### src/rtl/alu_sequencer_if.sv
// Instruction, ALU and writeback bundle between the alu_sequencer and its environment.
// master = instruction source plus external ALU, slave = the sequencer.
interface alu_sequencer_if;
  logic       in_valid;
  logic       in_ready;
  logic [3:0] in_op;
  logic [1:0] in_rd;
  logic [1:0] in_rs1;
  logic [1:0] in_rs2;
  logic [3:0] in_imm;

  logic [3:0] alu_x;
  logic [3:0] alu_y;
  logic [3:0] alu_op;
  logic [3:0] alu_o;
  logic       alu_cout;

  logic       wb_valid;
  logic [1:0] wb_rd;
  logic [3:0] wb_data;
  logic       wb_carry;
  logic       carry_flag;
  logic       err;

  modport master (
    output in_valid, in_op, in_rd, in_rs1, in_rs2, in_imm, alu_o, alu_cout,
    input  in_ready, alu_x, alu_y, alu_op, wb_valid, wb_rd, wb_data, wb_carry,
           carry_flag, err
  );

  modport slave (
    input  in_valid, in_op, in_rd, in_rs1, in_rs2, in_imm, alu_o, alu_cout,
    output in_ready, alu_x, alu_y, alu_op, wb_valid, wb_rd, wb_data, wb_carry,
           carry_flag, err
  );
endinterface

### src/rtl/alu_sequencer.sv
// 4x4 register-file sequencer for an external ALU: ALU op 2 cycles accept-to-wb_valid, LOAD 1 cycle; in_ready low during EXEC.
// ALU_SEQ_ILLEGAL_TRAP_EN: an illegal opcode sets sticky err and holds in_ready low until reset (otherwise it is a NOP).
module alu_sequencer (
  input  logic           clk,
  input  logic           rst_n,
  alu_sequencer_if.slave bus
);

  typedef enum logic [0:0] {
    IDLE = 1'b0,
    EXEC = 1'b1
  } state_t;

  state_t          state;
  state_t          state_nxt;

  logic [3:0][3:0] rf;
  logic [1:0]      rd_q;
  logic [3:0]      alu_x_q;
  logic [3:0]      alu_y_q;
  logic [3:0]      alu_op_q;
  logic            wb_valid_q;
  logic [1:0]      wb_rd_q;
  logic [3:0]      wb_data_q;
  logic            wb_carry_q;
  logic            carry_q;
  logic            err_q;

  logic            op_load;
  logic            op_alu;
  logic            op_illegal;
  logic            ready;
  logic            accept;
  logic            load_fire;
  logic            issue_fire;
  logic            exec_done;

  always_comb begin
    op_load    = (bus.in_op == 4'b0000);
    op_illegal = (bus.in_op[3:2] == 2'b11);
    op_alu     = !op_load && !op_illegal;
  end

  always_ff @(posedge clk) begin
    if (!rst_n) begin
      state <= IDLE;
    end else begin
      state <= state_nxt;
    end
  end

  always_comb begin
    state_nxt  = state;
    ready      = 1'b0;
    accept     = 1'b0;
    load_fire  = 1'b0;
    issue_fire = 1'b0;
    exec_done  = 1'b0;
    case (state)
      IDLE: begin
        ready  = !err_q;
        accept = bus.in_valid && ready;
        if (accept) begin
          load_fire  = op_load;
          issue_fire = op_alu;
          if (op_alu) begin
            state_nxt = EXEC;
          end
        end
      end
      EXEC: begin
        exec_done = 1'b1;
        state_nxt = IDLE;
      end
      default: begin
        state_nxt = IDLE;
      end
    endcase
  end

  // LOAD and EXEC writeback never coincide: LOAD fires only in IDLE.
  always_ff @(posedge clk) begin
    if (!rst_n) begin
      rf         <= '0;
      rd_q       <= 2'd0;
      alu_x_q    <= 4'd0;
      alu_y_q    <= 4'd0;
      alu_op_q   <= 4'd0;
      wb_valid_q <= 1'b0;
      wb_rd_q    <= 2'd0;
      wb_data_q  <= 4'd0;
      wb_carry_q <= 1'b0;
      carry_q    <= 1'b0;
    end else begin
      wb_valid_q <= 1'b0;
      if (load_fire) begin
        rf[bus.in_rd] <= bus.in_imm;
        wb_valid_q    <= 1'b1;
        wb_rd_q       <= bus.in_rd;
        wb_data_q     <= bus.in_imm;
        wb_carry_q    <= 1'b0;
      end
      if (issue_fire) begin
        alu_x_q  <= rf[bus.in_rs1];
        alu_y_q  <= rf[bus.in_rs2];
        alu_op_q <= bus.in_op;
        rd_q     <= bus.in_rd;
      end
      if (exec_done) begin
        rf[rd_q]   <= bus.alu_o;
        carry_q    <= bus.alu_cout;
        wb_valid_q <= 1'b1;
        wb_rd_q    <= rd_q;
        wb_data_q  <= bus.alu_o;
        wb_carry_q <= bus.alu_cout;
      end
    end
  end

`ifdef ALU_SEQ_ILLEGAL_TRAP_EN
  always_ff @(posedge clk) begin
    if (!rst_n) begin
      err_q <= 1'b0;
    end else if (accept && op_illegal) begin
      err_q <= 1'b1;
    end
  end
`else
  assign err_q = 1'b0;
`endif

  assign bus.in_ready   = ready;
  assign bus.alu_x      = alu_x_q;
  assign bus.alu_y      = alu_y_q;
  assign bus.alu_op     = alu_op_q;
  assign bus.wb_valid   = wb_valid_q;
  assign bus.wb_rd      = wb_rd_q;
  assign bus.wb_data    = wb_data_q;
  assign bus.wb_carry   = wb_carry_q;
  assign bus.carry_flag = carry_q;
  assign bus.err        = err_q;

endmodule

### src/flat_wrapper.sv
// flat-port wrapper written by rule: the top's interface ports become plain ports
module alu_sequencer_flat 
  (clk, rst_n, bus_in_valid, bus_in_op, bus_in_rd, bus_in_rs1, bus_in_rs2, bus_in_imm, bus_alu_o, bus_alu_cout, bus_in_ready, bus_alu_x, bus_alu_y, bus_alu_op, bus_wb_valid, bus_wb_rd, bus_wb_data, bus_wb_carry, bus_carry_flag, bus_err);
  alu_sequencer_if bus_i ();
  input  logic clk;
  input  logic rst_n;
  input wire logic [$bits(bus_i.in_valid)-1:0] bus_in_valid;
  input wire logic [$bits(bus_i.in_op)-1:0] bus_in_op;
  input wire logic [$bits(bus_i.in_rd)-1:0] bus_in_rd;
  input wire logic [$bits(bus_i.in_rs1)-1:0] bus_in_rs1;
  input wire logic [$bits(bus_i.in_rs2)-1:0] bus_in_rs2;
  input wire logic [$bits(bus_i.in_imm)-1:0] bus_in_imm;
  input wire logic [$bits(bus_i.alu_o)-1:0] bus_alu_o;
  input wire logic [$bits(bus_i.alu_cout)-1:0] bus_alu_cout;
  output wire logic [$bits(bus_i.in_ready)-1:0] bus_in_ready;
  output wire logic [$bits(bus_i.alu_x)-1:0] bus_alu_x;
  output wire logic [$bits(bus_i.alu_y)-1:0] bus_alu_y;
  output wire logic [$bits(bus_i.alu_op)-1:0] bus_alu_op;
  output wire logic [$bits(bus_i.wb_valid)-1:0] bus_wb_valid;
  output wire logic [$bits(bus_i.wb_rd)-1:0] bus_wb_rd;
  output wire logic [$bits(bus_i.wb_data)-1:0] bus_wb_data;
  output wire logic [$bits(bus_i.wb_carry)-1:0] bus_wb_carry;
  output wire logic [$bits(bus_i.carry_flag)-1:0] bus_carry_flag;
  output wire logic [$bits(bus_i.err)-1:0] bus_err;
  assign bus_i.in_valid = bus_in_valid;
  assign bus_i.in_op = bus_in_op;
  assign bus_i.in_rd = bus_in_rd;
  assign bus_i.in_rs1 = bus_in_rs1;
  assign bus_i.in_rs2 = bus_in_rs2;
  assign bus_i.in_imm = bus_in_imm;
  assign bus_i.alu_o = bus_alu_o;
  assign bus_i.alu_cout = bus_alu_cout;
  assign bus_in_ready = bus_i.in_ready;
  assign bus_alu_x = bus_i.alu_x;
  assign bus_alu_y = bus_i.alu_y;
  assign bus_alu_op = bus_i.alu_op;
  assign bus_wb_valid = bus_i.wb_valid;
  assign bus_wb_rd = bus_i.wb_rd;
  assign bus_wb_data = bus_i.wb_data;
  assign bus_wb_carry = bus_i.wb_carry;
  assign bus_carry_flag = bus_i.carry_flag;
  assign bus_err = bus_i.err;
  alu_sequencer u_core (.clk(clk), .rst_n(rst_n), .bus(bus_i));
endmodule
### config.mk
export PLATFORM = sky130hd
export DESIGN_NAME = alu_sequencer_flat
export DESIGN_NICKNAME = d
export VERILOG_FILES = /design/src/rtl/alu_sequencer_if.sv /design/src/rtl/alu_sequencer.sv /design/src/flat_wrapper.sv
export SDC_FILE = /design/constraint.sdc
export NUM_CORES = 1
export LEC_CHECK = 0
export CAP_MARGIN = 20
export CORE_ASPECT_RATIO = 1.2
export CORE_MARGIN = 3
export CORE_UTILIZATION = 45
export DETAILED_ROUTE_END_ITERATION = 6
export GPL_TIMING_DRIVEN = 0
export PLACE_DENSITY = 0.8
export SKIP_CTS_REPAIR_TIMING = 1
export SLEW_MARGIN = 20
export SYNTH_ARGS = -nofsm -noshare
export SYNTH_HDL_FRONTEND = slang
export SYNTH_SLANG_ARGS = --single-unit
export TNS_END_PERCENT = 10
### constraint.sdc
create_clock -name clk -period 3.47 [get_ports clk]
set_input_delay 0.347 -clock clk [delete_from_list [all_inputs] [get_ports clk]]
set_output_delay 0.347 -clock clk [all_outputs]
set_load 0.02 [all_outputs]
Word-level counts from Yosys, hierarchy flattened
Cells that the tools add are included.

Magnitude comparators: 6. Eq/ne operators: 1. Multiplexer cells: 30. Bitwise operators: 1. Reduce and logical (&&, ||, !) cells: 7.

Operators with widths (count): $mux 16 (3); $bwmux 16 (2); $mux 4 (6); $bmux 4 s2 (2); $demux 4 s2 (2); $lt 2x3->1 const B (4); $mux 1 (12); $ge 2x1->1 const B (2); $logic_not 4->1 (1); $mux 2 (2); $logic_and 1x1->1 (3); $eq 2x2->1 const B (1); $logic_not 1->1 (2); $pmux 1 s2 (1); $reduce_bool 2->1 (1); $not 1->1 (1).

Bits in registers: 40. Output and inout bits: 23. Logic and storage cells: 59.

Longest topological paths before layout
Gate-level depths: netlist of the first run.

Depth in word-level cells: 9. Gate-level depth with buffers: 5.

Worst setup path after synthesis of the first run
No wires, ideal clock.

Path kind: register -> output. Start: register u_core.state. End: output bus_in_ready. Stages on the path, launching flop included: 5. Arrival time: 1228 ps. Slack: 1895 ps. Buffers on the path: 3. Required time: 3123 ps. Path through: dfxtp_1 -> clkbuf_1 -> clkbuf_1 -> clkbuf_1 -> inv_1.

Word-level cells in the longest chain between the ends: 1.

RTL lines: start: declaration (line alu_sequencer.sv:14) `state_t state;`; start signal: assignment (line alu_sequencer.sv:48) `state <= state_nxt;`; $mux 1 (line alu_sequencer.sv:59) `case (state)`; end: declaration (line flat_wrapper.sv:15) `output wire logic [$bits(bus_i.in_ready)-1:0] bus_in_ready;`.

Every way passes these cells.

Final worst setup path of the first run
Ends and elaborated chain as after synthesis.

==> flow_summary.ini, run 1 <==
[status]
status = finished, final reports clean

[worst_hold_path]
hp-class = flop to flop
hold_start = u_core.bus.alu_y[0]

[setup_path]
critPathKind = flop to output pin
arrival_ns = 2.33
startpoint = u_core.state
worstPathMaxFanout = 10
crit_required_ns = 3.12
cp-start-kind = flop
end_kind = output pin
timing.rr.start = u_core.state

[logic_synthesis]
synth_flop_cell = dfxtp_1
syn-instance-count = 221
yosys_warnings = 0
yosysTopAreaCellShare_pct = 39.0
syn-num-nets = 243
yosys.area.top_type = dfxtp_1
avgSynthCellArea_um2 = 9.29
syn_area_um2 = 2050
synth-edff-count = 0
ys_async_sr_fraction_pct = 0
synth_area_leaders = dfxtp_1 (39%), mux4_2 (8.8%), o21ai_0 (4.4%)
synth.distinct_cells = 43
yosysSeqAreaShare_pct = 39.0
synth-seq-cells = 40

[clocking]
clk_path_buf_depth = 2
cts_tree = built
clk_pin_slew_worst_paths_ns = 0.08
htree_num_levels = 2
cts_root_buf = clkbuf_8
clkSinkCount = 40
insertion_delay_ns = 0.29
cts_buffers = 5

[sta]
rsz0062_at_grt = false
hold_ws_ns = 0.461
period_minus_slack_ns = 2.68
slew_violations = 0
finalCritPeriodShare_pct = 77.3
skew_ns = 0.00380
slew_headroom_pct = 56.8
worst_pin_slew_ns = 0.647
tns_ns = 0
hold_viol_final = 0
fmax_mhz = 373
setup_viol = 0
worst_slack_ns = 0.789

[finish]
layout.nets = 293
drive_gt1_share_pct = 10.3
fin_cells = 328
layout_commonest_cell = clkdlybuf4s50_1
final_cell_area_um2 = 2670
syn2layout_area_growth_pct = 29.9
final_cell_mix = clkdlybuf4s50_1 (43), dfxtp_1 (40), o21ai_0 (18)
final_core_util_pct = 61.6
antenna_cells = 0

[placed_design]
port_buffers = 43
place_ws_ns = 1.06
dp.cells = 320
globalplace.congestion = 0.918
placed_area_um2 = 2550
dp_hpwl_um = 4260

[grt]
track_usage_pct = 23.0
grt_overflow_total = 0
antenna_found_initial = 0
grt_max_degree = 13
grt_first_pass_wirelength_um = 9360
grt_pass1_vias = 1950

[floorplanning]
rows = 26
core_um2 = 4330
die_w_um = 67.7
ios = 45
start_util_pct = 47.5
die_y_um = 80.0
floorplan.die_area_um2 = 5410

[routing]
wl_um = 5620
ant_nets = 0
vias = 1941
post_drt_wl_per_cell_um = 17.1
via_per_inst = 5.92
first_pass_iters = 4
drtIter0Drc = 81
drc = 0

[pwr]
ir_worst_vdd_v = 0.000244
p_per_area_nw_per_um2 = 385
leakagePower_nw = 0.855
total_power_mw = 1.03

[flow_run]
max_cap_violations = 0
[power by group]
part	internal, mW	total, mW	switching (mW)
registers	0.475	0.486	0.0107
clock network	0.213	0.376	0.162
logic	0.0758	0.166	0.0902
total	0.764	1.03	0.263
[kinds of logic after synthesis]
family	share of synthesized area, %
compound gates	24.6
buf+inv	4.69
flops	39.0
mux	9.26
other cells	0.183
simple gates	22.3
[worst paths after layout]
kind | to | slack, ns | cells past startpoint
worst min-delay path | u_core.bus.alu_y[0] | 0.46 | 2
worst min register to register | u_core.bus.alu_y[0] | 0.46 | 2
worst max register to register | u_core.bus.wb_carry | 1.54 | 5
worst max-delay path | bus_in_ready | 0.79 | 5
[synthesized netlist by cell type, types with 7 or more instances]
cell type / number
dfxtp_1: 40
o21ai_0: 18
nor2_1: 14
a21oi_1: 13
a211oi_1: 12
clkbuf_1: 11
nand2_1: 10
mux4_2: 8
nor3_1: 8
o2bb2ai_1: 8
nand2b_1: 7
nor4_1: 7
[per-layer routing]
layer / vias to the layer above / GRT usage [%] / wire length, µm
li1: 947 / - / -
met1: 890 / 26.5 / 2220
met2: 92 / 40.7 / 2920
met3: 12 / 4.65 / 363
met4: 0 / 8.32 / 110
met5: - / 0 / 0
[registers in the layout (all words and copies together) (netlist names)]
register,flops
u_core.bus.wb_data,4
u_core.rf,16
u_core.rd_q,2
u_core.state,1
u_core.bus.wb_rd,2
u_core.bus.alu_y,4
u_core.bus.wb_carry,1
u_core.bus.carry_flag,1
u_core.bus.wb_valid,1
u_core.bus.alu_op,4
u_core.bus.alu_x,4
[area by class of cell]
cell class                 instances  area, µm²
inverter                           4       15.0
clock buffer                       6       72.6
buffer                            18       81.3
timing repair buffer              43        430
tap                               56       70.1
clock inverter                     2       35.0
multi-input combinational        159       1160
fill                             385       1660
sequential                        40        801
[critical path, cell delays in order (launching register included)]
cell             delay [ns]
dfxtp_1                0.34
clkbuf_1               0.28
clkbuf_1               0.36
clkbuf_1               0.43
inv_1                  0.07
clkdlybuf4s50_1        0.55
Power figures use the tool's default switching activity.
==> run 2, diff against run 1 <==
==> constraint.sdc (replaced) <==
create_clock -name clk -period 2.65 [get_ports clk]
set_input_delay 0.265 -clock clk [delete_from_list [all_inputs] [get_ports clk]]
set_output_delay 0.265 -clock clk [all_outputs]
set_load 0.02 [all_outputs]
==> flow_summary.ini, run 2 (synthesis results as in run 1) <==
[sta]
period_minus_slack_ns = 2.34
slew_headroom_pct = 57.2
tns_ns = 0
skew_ns = 0.00383
slew_violations = 0
fmax_mhz = 427
worst_pin_slew_ns = 0.641
hold_viol_final = 0
finalCritPeriodShare_pct = 88.3
rsz0062_at_grt = false
setup_viol = 0

[placed_design]
globalplace.congestion = 0.918
dp_hpwl_um = 4260
port_buffers = 43

[pwr]
p_comb_share_pct = 16.2
p_sw_mw = 0.346
p_per_area_nw_per_um2 = 505
leakagePower_nw = 0.862
p_seq_share_pct = 47.2
total_power_mw = 1.35
p_clk_share_pct = 36.6
p_int_mw = 1.00
switching_share_pct = 25.7
ir_worst_vdd_v = 0.000320

[setup_path]
startpoint = u_core.state
worstPathMaxFanout = 10
arrival_ns = 2.08
cp-start-kind = flop
end_kind = output pin
timing.rr.start = u_core.state
critPathKind = flop to output pin
crit_required_ns = 2.38

[grt]
grt_max_degree = 13
met3_usage_pct = 4.65
grt_first_pass_wirelength_um = 9360
busiest_layer = met2
grt_use_met2_pct = 40.7
grt_pass1_vias = 1950
grtUsageMet1_pct = 26.5
grt_overflow_total = 0
antenna_found_initial = 0
track_usage_pct = 23.0

[finish]
largest_reg_flops = 16
layout_commonest_cell = clkdlybuf4s50_1
syn2layout_area_growth_pct = 30.0
seqCellArea_um2 = 801
drive_gt1_share_pct = 11.0
top_register = u_core.rf
fillers = 385
layout.nets = 293
antenna_cells = 0
multi_input_area_um2 = 1160
final_cell_mix = clkdlybuf4s50_1 (43), dfxtp_1 (40), o21ai_0 (18)

[worst_hold_path]
hp-class = flop to flop
hold_start = u_core.bus.alu_y[0]

[routing]
vias = 1939
wl_um = 5620
post_drt_wl_per_cell_um = 17.1
ant_nets = 0
via_per_inst = 5.91
first_pass_iters = 4
drtIter0Drc = 87
drc = 0

[floorplanning]
start_util_pct = 47.5
core_um2 = 4330
ios = 45
die_y_um = 80.0
floorplan.die_area_um2 = 5410
rows = 26
die_w_um = 67.7

[flow_run]
max_cap_violations = 0

[clocking]
clk_path_buf_depth = 2
cts_tree = built
clk_pin_slew_worst_paths_ns = 0.08
htree_num_levels = 2
insertion_delay_ns = 0.30
clkSinkCount = 40
cts_buffers = 5
cts_root_buf = clkbuf_8

[status]
status = finished, final reports clean
## run 2: cell counts in the layout (fill, tap and decap cells not counted)
Identical to the previous run, type by type.
## run 2: worst max-delay path: stages (launching register included)
cell and delay (ns):
dfxtp_1 0.34, clkbuf_1 0.29, clkbuf_2 0.28, clkbuf_2 0.28
inv_1 0.06, clkdlybuf4s50_1 0.53
## run 2: final timing paths
path                    endpoint  slack [ns]  cells after the start
min          u_core.bus.alu_y[0]        0.46                      2
min reg2reg  u_core.bus.alu_y[0]        0.46                      2
max reg2reg         u_core.rf[5]        0.95                      4
max                 bus_in_ready        0.31                      5
## run 2: final cells by class
| type | count | area share (%) |
|---|---|---|
| Clock inverter | 2 | 1.31 |
| Sequential cell | 40 | 30.0 |
| Tap cell | 56 | 2.63 |
| Inverter | 4 | 0.563 |
| Multi-Input combinational cell | 159 | 43.5 |
| Buffer | 18 | 3.14 |
| Clock buffer | 6 | 2.72 |
| Timing Repair Buffer | 43 | 16.1 |
## run 2: per-stage QoR
stage	std cells	setup slack [ns]	hold WS, ns	instance area, µm²	util, %
2_1_floorplan	221	1.14	0.412	2050	-
3_3_place_gp	320	0.399	0.447	2550	59.0
3_5_place_dp	320	0.321	0.453	2550	59.0
4_1_cts	328	0.0722	0.463	2660	61.5
5_1_grt	328	0.132	0.489	2670	61.7
6_report	328	0.309	0.461	2670	61.7
## run 2: routing by layer
layer  vias up  share of wire, %
met1       895                41
met5         -                 0
met3        12               5.5
li1        952                 -
met4         0               2.3
met2        80                51
## run 2: power groups by stage
stage               registers, mW  logic, mW  clock network (mW)
global route                0.639      0.238               0.517
finish                      0.636      0.218               0.493
CTS                         0.636      0.215               0.504
global placement            0.649      0.211                   0
floorplan                   0.660      0.101                   0
detailed placement          0.650      0.213                   0
